File: src/rtl/board_referee.sv
// board_referee: N x N, K-in-a-row referee. Alternating agent/player moves
// arrive over a valid/ready handshake. Illegal moves are rejected. After each
// legal move a one-cycle combinational scan looks for a win or a draw, and the
// result is held until new_game is requested.
module board_referee #(
  parameter int N     = 3,
  parameter int K     = 3,
  parameter int FIRST = 1
) (
  input  logic                          clock,
  input  logic                          reset,
  input  logic                          enable,
  input  logic                          new_game,
  input  logic                          move_valid,
  input  logic [$clog2(N*N)-1:0]        move_idx,
  output logic                          move_ready,
  output logic                          move_accept,
  output logic                          move_reject,
  output logic [1:0]                    turn,
  output logic [2*N*N-1:0]              board,
  output logic [1:0]                    outcome,
  output logic                          outcome_valid
);

  localparam int IW    = $clog2(N*N);
  localparam int CELLS = N*N;
  localparam int CW    = $clog2(N*N+1);

  localparam logic [CW-1:0] FULL_COUNT = CW'(CELLS);
  localparam logic [1:0]    FIRST_SIDE = (FIRST == 2) ? 2'b10 : 2'b01;

  typedef enum logic [1:0] {
    IDLE      = 2'd0,
    WAIT_MOVE = 2'd1,
    CHECK     = 2'd2,
    DONE      = 2'd3
  } state_t;

  state_t          state, state_n;
  logic [1:0]      cell_q [CELLS];
  logic [CW-1:0]   count_q;

  logic            in_range;
  logic [IW-1:0]   idx_safe;
  logic            legal;
  logic            win;

  logic            do_clear;
  logic            do_write;
  logic            do_reject;
  logic            do_toggle;
  logic            do_win;
  logic            do_draw;

  // Handshake legality: an out-of-range index is mapped to cell 0 before the
  // lookup, so the array is never read out of bounds.
  always_comb begin
    in_range = (32'(move_idx) < 32'(CELLS));
    idx_safe = in_range ? move_idx : '0;
    legal    = in_range && (cell_q[idx_safe] == 2'b00);
  end

  // Single-cycle scan of every run of K cells in all four directions,
  // matched against the side that just moved (turn has not toggled yet).
  always_comb begin
    logic line;
    win  = 1'b0;
    line = 1'b0;
    for (int unsigned r = 0; r < N; r++) begin
      for (int unsigned c = 0; c < N; c++) begin
        if (c + K <= N) begin
          line = 1'b1;
          for (int unsigned i = 0; i < K; i++)
            line = line & (cell_q[r*N + c + i] == turn);
          win = win | line;
        end
        if (r + K <= N) begin
          line = 1'b1;
          for (int unsigned i = 0; i < K; i++)
            line = line & (cell_q[(r + i)*N + c] == turn);
          win = win | line;
        end
        if ((r + K <= N) && (c + K <= N)) begin
          line = 1'b1;
          for (int unsigned i = 0; i < K; i++)
            line = line & (cell_q[(r + i)*N + c + i] == turn);
          win = win | line;
        end
        if ((r + K <= N) && (c + 1 >= K)) begin
          line = 1'b1;
          for (int unsigned i = 0; i < K; i++)
            line = line & (cell_q[(r + i)*N + c - i] == turn);
          win = win | line;
        end
      end
    end
  end

  // State register.
  always_ff @(posedge clock or posedge reset) begin
    if (reset) state <= IDLE;
    else       state <= state_n;
  end

  // Next-state and datapath controls; enable low outranks new_game, which
  // outranks any handshake.
  always_comb begin
    state_n   = state;
    do_clear  = 1'b0;
    do_write  = 1'b0;
    do_reject = 1'b0;
    do_toggle = 1'b0;
    do_win    = 1'b0;
    do_draw   = 1'b0;
    if (!enable) begin
      state_n  = IDLE;
      do_clear = 1'b1;
    end else if (new_game && (state != IDLE)) begin
      state_n  = WAIT_MOVE;
      do_clear = 1'b1;
    end else begin
      case (state)
        IDLE: state_n = WAIT_MOVE;
        WAIT_MOVE: begin
          if (move_valid) begin
            if (legal) begin
              do_write = 1'b1;
              state_n  = CHECK;
            end else begin
              do_reject = 1'b1;
            end
          end
        end
        CHECK: begin
          if (win) begin
            do_win  = 1'b1;
            state_n = DONE;
          end else if (count_q == FULL_COUNT) begin
            do_draw = 1'b1;
            state_n = DONE;
          end else begin
            do_toggle = 1'b1;
            state_n   = WAIT_MOVE;
          end
        end
        DONE:    state_n = DONE;
        default: state_n = IDLE;
      endcase
    end
  end

  // Board, move count, turn, outcome and the one-cycle result pulses.
  always_ff @(posedge clock or posedge reset) begin
    if (reset) begin
      cell_q      <= '{default: 2'b00};
      count_q     <= '0;
      turn        <= FIRST_SIDE;
      outcome     <= 2'b00;
      move_accept <= 1'b0;
      move_reject <= 1'b0;
    end else begin
      move_accept <= 1'b0;
      move_reject <= 1'b0;
      if (do_clear) begin
        cell_q  <= '{default: 2'b00};
        count_q <= '0;
        turn    <= FIRST_SIDE;
        outcome <= 2'b00;
      end else begin
        if (do_write) begin
          cell_q[idx_safe] <= turn;
          count_q          <= count_q + 1'b1;
          move_accept      <= 1'b1;
        end
        if (do_reject) move_reject <= 1'b1;
        if (do_toggle) turn        <= ~turn;
        if (do_win)    outcome     <= turn;
        if (do_draw)   outcome     <= 2'b11;
      end
    end
  end

  // Flatten the cell array onto the board bus and decode status outputs.
  always_comb begin
    board = '0;
    for (int unsigned i = 0; i < CELLS; i++)
      board[2*i +: 2] = cell_q[i];
    move_ready    = (state == WAIT_MOVE);
    outcome_valid = (state == DONE);
  end

endmodule
File: config.mk
export PLATFORM = sky130hd
export DESIGN_NAME = board_referee
export DESIGN_NICKNAME = d
export VERILOG_FILES = /design/src/rtl/board_referee.sv
export SDC_FILE = /design/constraint.sdc
export NUM_CORES = 1
export LEC_CHECK = 0
export CORE_ASPECT_RATIO = 1.75
export CORE_MARGIN = 1.5
export CORE_UTILIZATION = 40
export DETAILED_ROUTE_END_ITERATION = 10
export SYNTH_ARGS = -nofsm -noshare
export SYNTH_HDL_FRONTEND = slang
export SYNTH_SLANG_ARGS = --single-unit
File: constraint.sdc
create_clock -name clock -period 2.73 [get_ports clock]
set_input_delay 0.4095 -clock clock [delete_from_list [all_inputs] [get_ports clock]]
set_output_delay 0.4095 -clock clock [all_outputs]
set_load 0.03 [all_outputs]
== Word-level counts from Yosys, hierarchy flattened ==
Index checks and enable logic that the tools add are counted.

* Equality and inequality tests: 15
* Bitwise gates (word level): 25
* Reduce and logical (&&, ||, !) cells: 10
* Add/sub/neg operators: 1
* Multiplexer cells: 53
* Magnitude comparators: 3

{| class="wikitable"
|+ Operator list
! operator !! count
|-
| 18-bit 2-to-1 mux || 2
|-
| 1-bit 2-to-1 mux || 30
|-
| 2-bit 2-to-1 mux || 14
|-
| 18-bit bitwise mux || 1
|-
| 2-bit equality test || 9
|-
| 1-bit bitwise AND || 16
|-
| 4-bit 2-to-1 mux || 3
|-
| 2-bit binary-select mux with 4-bit select || 1
|-
| 2-bit demux with 4-bit select || 1
|-
| 2-bit one-hot mux with 4 select lines || 1
|-
| 1-bit bitwise OR || 7
|-
| 2-bit nonzero test || 3
|-
| 5-bit greater-or-equal comparator (second input constant) || 1
|-
| 5-bit by 1-bit less-than comparator with 1-bit output (second input constant) || 1
|-
| 4-bit inverter with 5-bit output || 1
|-
| 4-bit by 1-bit adder with 4-bit output (second input constant) || 1
|-
| 2-bit equality test (second input constant) || 2
|-
| 4-bit equality test (second input constant) || 1
|-
| 2-bit logical NOT || 2
|-
| 4-bit less-than comparator (second input constant) || 1
|-
| 4-bit by 2-bit inequality test with 1-bit output (second input constant) || 1
|-
| 4-bit by 3-bit inequality test with 1-bit output (second input constant) || 1
|-
| 1-bit logical AND || 3
|-
| 3-bit nonzero test || 1
|-
| 3 further kinds || 3
|}

* Flip-flop bits (word level): 30
* Output and inout port bits: 26
* Input bits: 9

== Longest topological paths before layout ==
* Depth after elaboration: 17
* Depth in mapped cells: 9

== Worst setup path before layout ==
Ideal clock, no wire load.

* Path kind: register to register
* Start point: register turn[0]
* End point: register outcome[0]
* Required time: 2.607 ns
* Buffers on the path: 2
* Arrival time: 1.987 ns
* Period minus slack after synthesis: 2.110 ns
* Cell stages (with the launch flop): 8
* Setup slack: 0.620 ns
* Cells stage by stage: dfstp_2 > buf_2 > buf_2 > xor2_1 > a211oi_1 > a2111oi_4 > or2_1 > o221a_1

* Longest elaborated chain between the ends: 16

{| class="wikitable"
|+ RTL lines
! item !! line !! source
|-
| start: declaration || 19 || <nowiki>output logic [1:0] turn,</nowiki>
|-
| start signal: assignment || 176 || <nowiki>if (do_toggle) turn <= ~turn;</nowiki>
|-
| 2-bit equality test (on tied branches) || 74, 80, 86 ||
|-
| 1-bit bitwise AND (on tied branches) (2 in series) || 74, 80 ||
|-
| 1-bit bitwise OR || 81 || <nowiki>win = win | line;</nowiki>
|-
| 1-bit bitwise OR || 87 || <nowiki>win = win | line;</nowiki>
|-
| 1-bit bitwise OR (2 in series) || 81 ||
|-
| 1-bit bitwise OR || 93 || <nowiki>win = win | line;</nowiki>
|-
| 1-bit bitwise OR (2 in series) || 75 || <nowiki>win = win | line;</nowiki>
|-
| 1-bit 2-to-1 mux || 135 || <nowiki>if (win) begin</nowiki>
|-
| 1-bit 2-to-1 mux || 122 || <nowiki>case (state)</nowiki>
|-
| 1-bit 2-to-1 mux || 118 || <nowiki>end else if (new_game && (state != IDLE)) begin</nowiki>
|-
| 1-bit 2-to-1 mux || 115 || <nowiki>if (!enable) begin</nowiki>
|-
| 2-bit 2-to-1 mux || 178 || <nowiki>if (do_draw) outcome <= 2'b11;</nowiki>
|-
| 2-bit 2-to-1 mux || 164 || <nowiki>if (do_clear) begin</nowiki>
|-
| end signal: assignment || 177 || <nowiki>if (do_win) outcome <= turn;</nowiki>
|-
| end: declaration || 21 || <nowiki>output logic [1:0] outcome,</nowiki>
|}

Parallel ways exist; a longest one is shown, timed or not. The select of a mux whose other input is x is not followed.
A chain may end at the register's enable or synchronous reset.

== Final worst setup path ==
* Start point: register turn[1]
* End point: output turn[1]

No word-level cell between the ends.

==> flow_summary.json <==
{
  "core_sq_um": 4670,
  "max-vdd-ir-drop_mv": 0.228,
  "finalHoldViolCount": 0,
  "viasPerCell": 5.81,
  "start_util_pct": 41.3,
  "die_area_sq_um": 5260,
  "p_leak_nw": 1.03,
  "drt_first_iter_violations": 50,
  "fin_tns_setup_ps": 0,
  "worstPathArrival_ps": 1890,
  "dpl.cell_count": 293,
  "cts-root-buf": "clkbuf_8",
  "track_usage_pct": 20.8,
  "outcome": "completed",
  "max_slew.worst_pin.slew_ps": 566,
  "antenna_found_initial": 0,
  "syn2layout_area_growth_pct": 24.2,
  "syn-num-nets": 223,
  "syn-cell-area_sq_um": 1930,
  "cap_viol_max_count": 0,
  "max_stage_delay_ps": 700,
  "post_cts_buffers": 0,
  "grt_max_degree": 31,
  "clk_pin_slew_ps": 70,
  "synth_seq_cells": 30,
  "layout-drive-gt1-share_pct": 11.6,
  "fmax_mhz": 435,
  "grt_pass1_vias": 1653,
  "regToRegSetupSlack_ps": 490,
  "period_minus_slack_ps": 2300,
  "worstReg2RegEnd": "outcome[1]$_DFFE_PP0P_",
  "r2r_start": "turn[0]$_DFFE_PP1P_",
  "cts_tree": "done",
  "regArea_sq_um": 752,
  "synth_top_cell_by_area": "dfrtp_1",
  "ant_nets": 0,
  "p_total_w": 0.000920,
  "fin_nets": 259,
  "grt_pass1_wl_um": 8430,
  "fillers": 453,
  "numClockSinks": 30,
  "final_cells": 301,
  "endpoint_kind": "output port",
  "wl_per_cell_um": 16.9,
  "drt_pass1_iterations": 4,
  "multi_input_area_sq_um": 1060,
  "crit_type": "reg2out",
  "power_density_nw_per_um2": 384,
  "synth-async-reset-ratio_pct": 100,
  "fin_hold_ws_ps": 498,
  "required_ps": 2320,
  "path_cells": "buf_4, clkdlybuf4s50_1",
  "gp_congestion": 0.791,
  "yosys-top-cells-area": "dfrtp_1, nor2_1, and3_1, nor3_1, a31oi_1",
  "cts_hold_buf": 0,
  "max-slew-margin-rel_pct": 62.3,
  "vias": 1748,
  "timing.final.max_slew_violations": 0,
  "die_x_um": 55.5,
  "synthFlopType": "dfrtp_1",
  "crit_fanout": 19,
  "clock_latency_ps": 280,
  "netlist.area_leader.share_pct": 37.7,
  "drt-total-wl_um": 5090,
  "hpwl_um": 3750,
  "io_buffers": 34,
  "rr_worst_depth": 7,
  "layout_common_cells": "clkdlybuf4s50_1, dfrtp_1, nor2_1, nor3_1, and3_1",
  "cts_buffers": 5,
  "finalSetupViolations": 0,
  "rsz0062_at_grt": "false",
  "layout_commonest_cell": "clkdlybuf4s50_1",
  "ioPinCount": 35,
  "ys_types": 51,
  "post_cts_resized": 0,
  "hp-class": "in2async",
  "cts.path.max_buffers": 2,
  "critPathCapture": "turn[1]",
  "num_rows": 33,
  "avgSynthCellArea_sq_um": 9.09,
  "diodes": 0,
  "critPathSlowestCell": "dfrtp_1",
  "final_area_sq_um": 2390,
  "place_area_sq_um": 2300,
  "htree_levels": 2,
  "critPathLaunchType": "flop",
  "remaining_drc_errors": 0,
  "synth_edf_count": 0,
  "worstSetupStartpoint": "turn[1]$_DFFE_PP0P_",
  "syn_inst": 212,
  "period_share_pct": 84.2,
  "worst_clock_skew_ps": 5.89,
  "grt_overflow_total": 0,
  "ys_seq_area_share_pct": 39.0,
  "die_y_um": 94.8,
  "yosys_warnings": 0
}
-- cell usage after synthesis (2+ instances only) --
master,number
a2111oi_4,2
a211oi_1,3
a21oi_1,7
a31oi_1,11
a41oi_1,2
and2_1,2
and3_1,15
buf_2,4
buf_4,2
buf_6,4
clkbuf_1,3
dfrtp_1,29
ha_1,2
inv_1,4
mux2i_1,2
nand2_1,11
nand2b_1,2
nand3_1,4
nand3b_1,3
nand4_1,2
nor2_1,27
nor2b_1,4
nor3_1,17
nor3_2,2
nor3b_1,2
nor4_1,2
o21a_1,5
o21ai_0,2
o21ai_1,3
o221a_1,2
o22ai_1,7
xnor2_1,2
xor2_1,5
-- kinds of logic (layout without fill, tap and decap cells) --
kind of cell    after synthesis  count (layout)  synth area share [%]
simple gates                102             102                  28.7
compound gates               51              51                  21.0
flops                        30              30                  39.0
buf+inv                      18              55                  5.71
xor+xnor                      7               7                  3.18
fa+ha+maj                     2               2                  1.30
mux                           2               2                  1.04
-- worst min path at each step --
stage	endpoint	slack [ps]	cells after the start
3_5_place_dp	count_q[0]$_DFFE_PP0P_	530	1
2_1_floorplan	board[0]$_DFFE_PP0P_	500	1
6_report	move_accept$_DFF_PP0_	500	3
5_1_grt	move_accept$_DFF_PP0_	540	3
3_3_place_gp	count_q[0]$_DFFE_PP0P_	540	1
4_1_cts	move_accept$_DFF_PP0_	520	3
-- routing by layer --
metal | up-vias | track usage (%) | part of all wire, %
met5 | - | 0 | 0
met4 | 0 | 7.11 | 1.6
met3 | 8 | 3.56 | 3.4
met2 | 49 | 39.9 | 55
met1 | 844 | 22.7 | 40
li1 | 847 | - | -
-- report_power, final --
part / internal [W] / leakage (nW) / switching, W / total [W]
Clock: 0.000203 / 0.0482 / 0.000167 / 0.000370
Combinational: 0.0000385 / 0.566 / 0.0000589 / 0.0000974
Sequential: 0.000448 / 0.413 / 0.00000418 / 0.000452
Total: 0.000689 / 1.03 / 0.000231 / 0.000920
-- flip-flops by register name, indices dropped and copies added (netlist names) --
name	count
turn	2
count_q	4
board	18
outcome	2
move_accept	1
state	2
move_reject	1
-- critical path, delay by kind of cell (launching register included) --
kind | cells | cell delay (ps)
flip-flops | 1 | 700
buffers and inverters | 2 | 910
-- layout make-up --
class,instances,area share (%)
inverters,5,0.785
multi-input cells,164,44.5
flip-flops and latches,30,31.4
well taps,52,2.72
clock buffers,7,3.61
clock inverters,1,0.209
repair buffers,42,16.7
-- stage by stage --
stage,setup slack [ps],util [%]
4_1_cts,437,51.3
6_report,430,51.3
3_5_place_dp,153,49.3
2_1_floorplan,620,-
5_1_grt,268,51.3
3_3_place_gp,203,49.3
(Power assumes the default switching activity.)
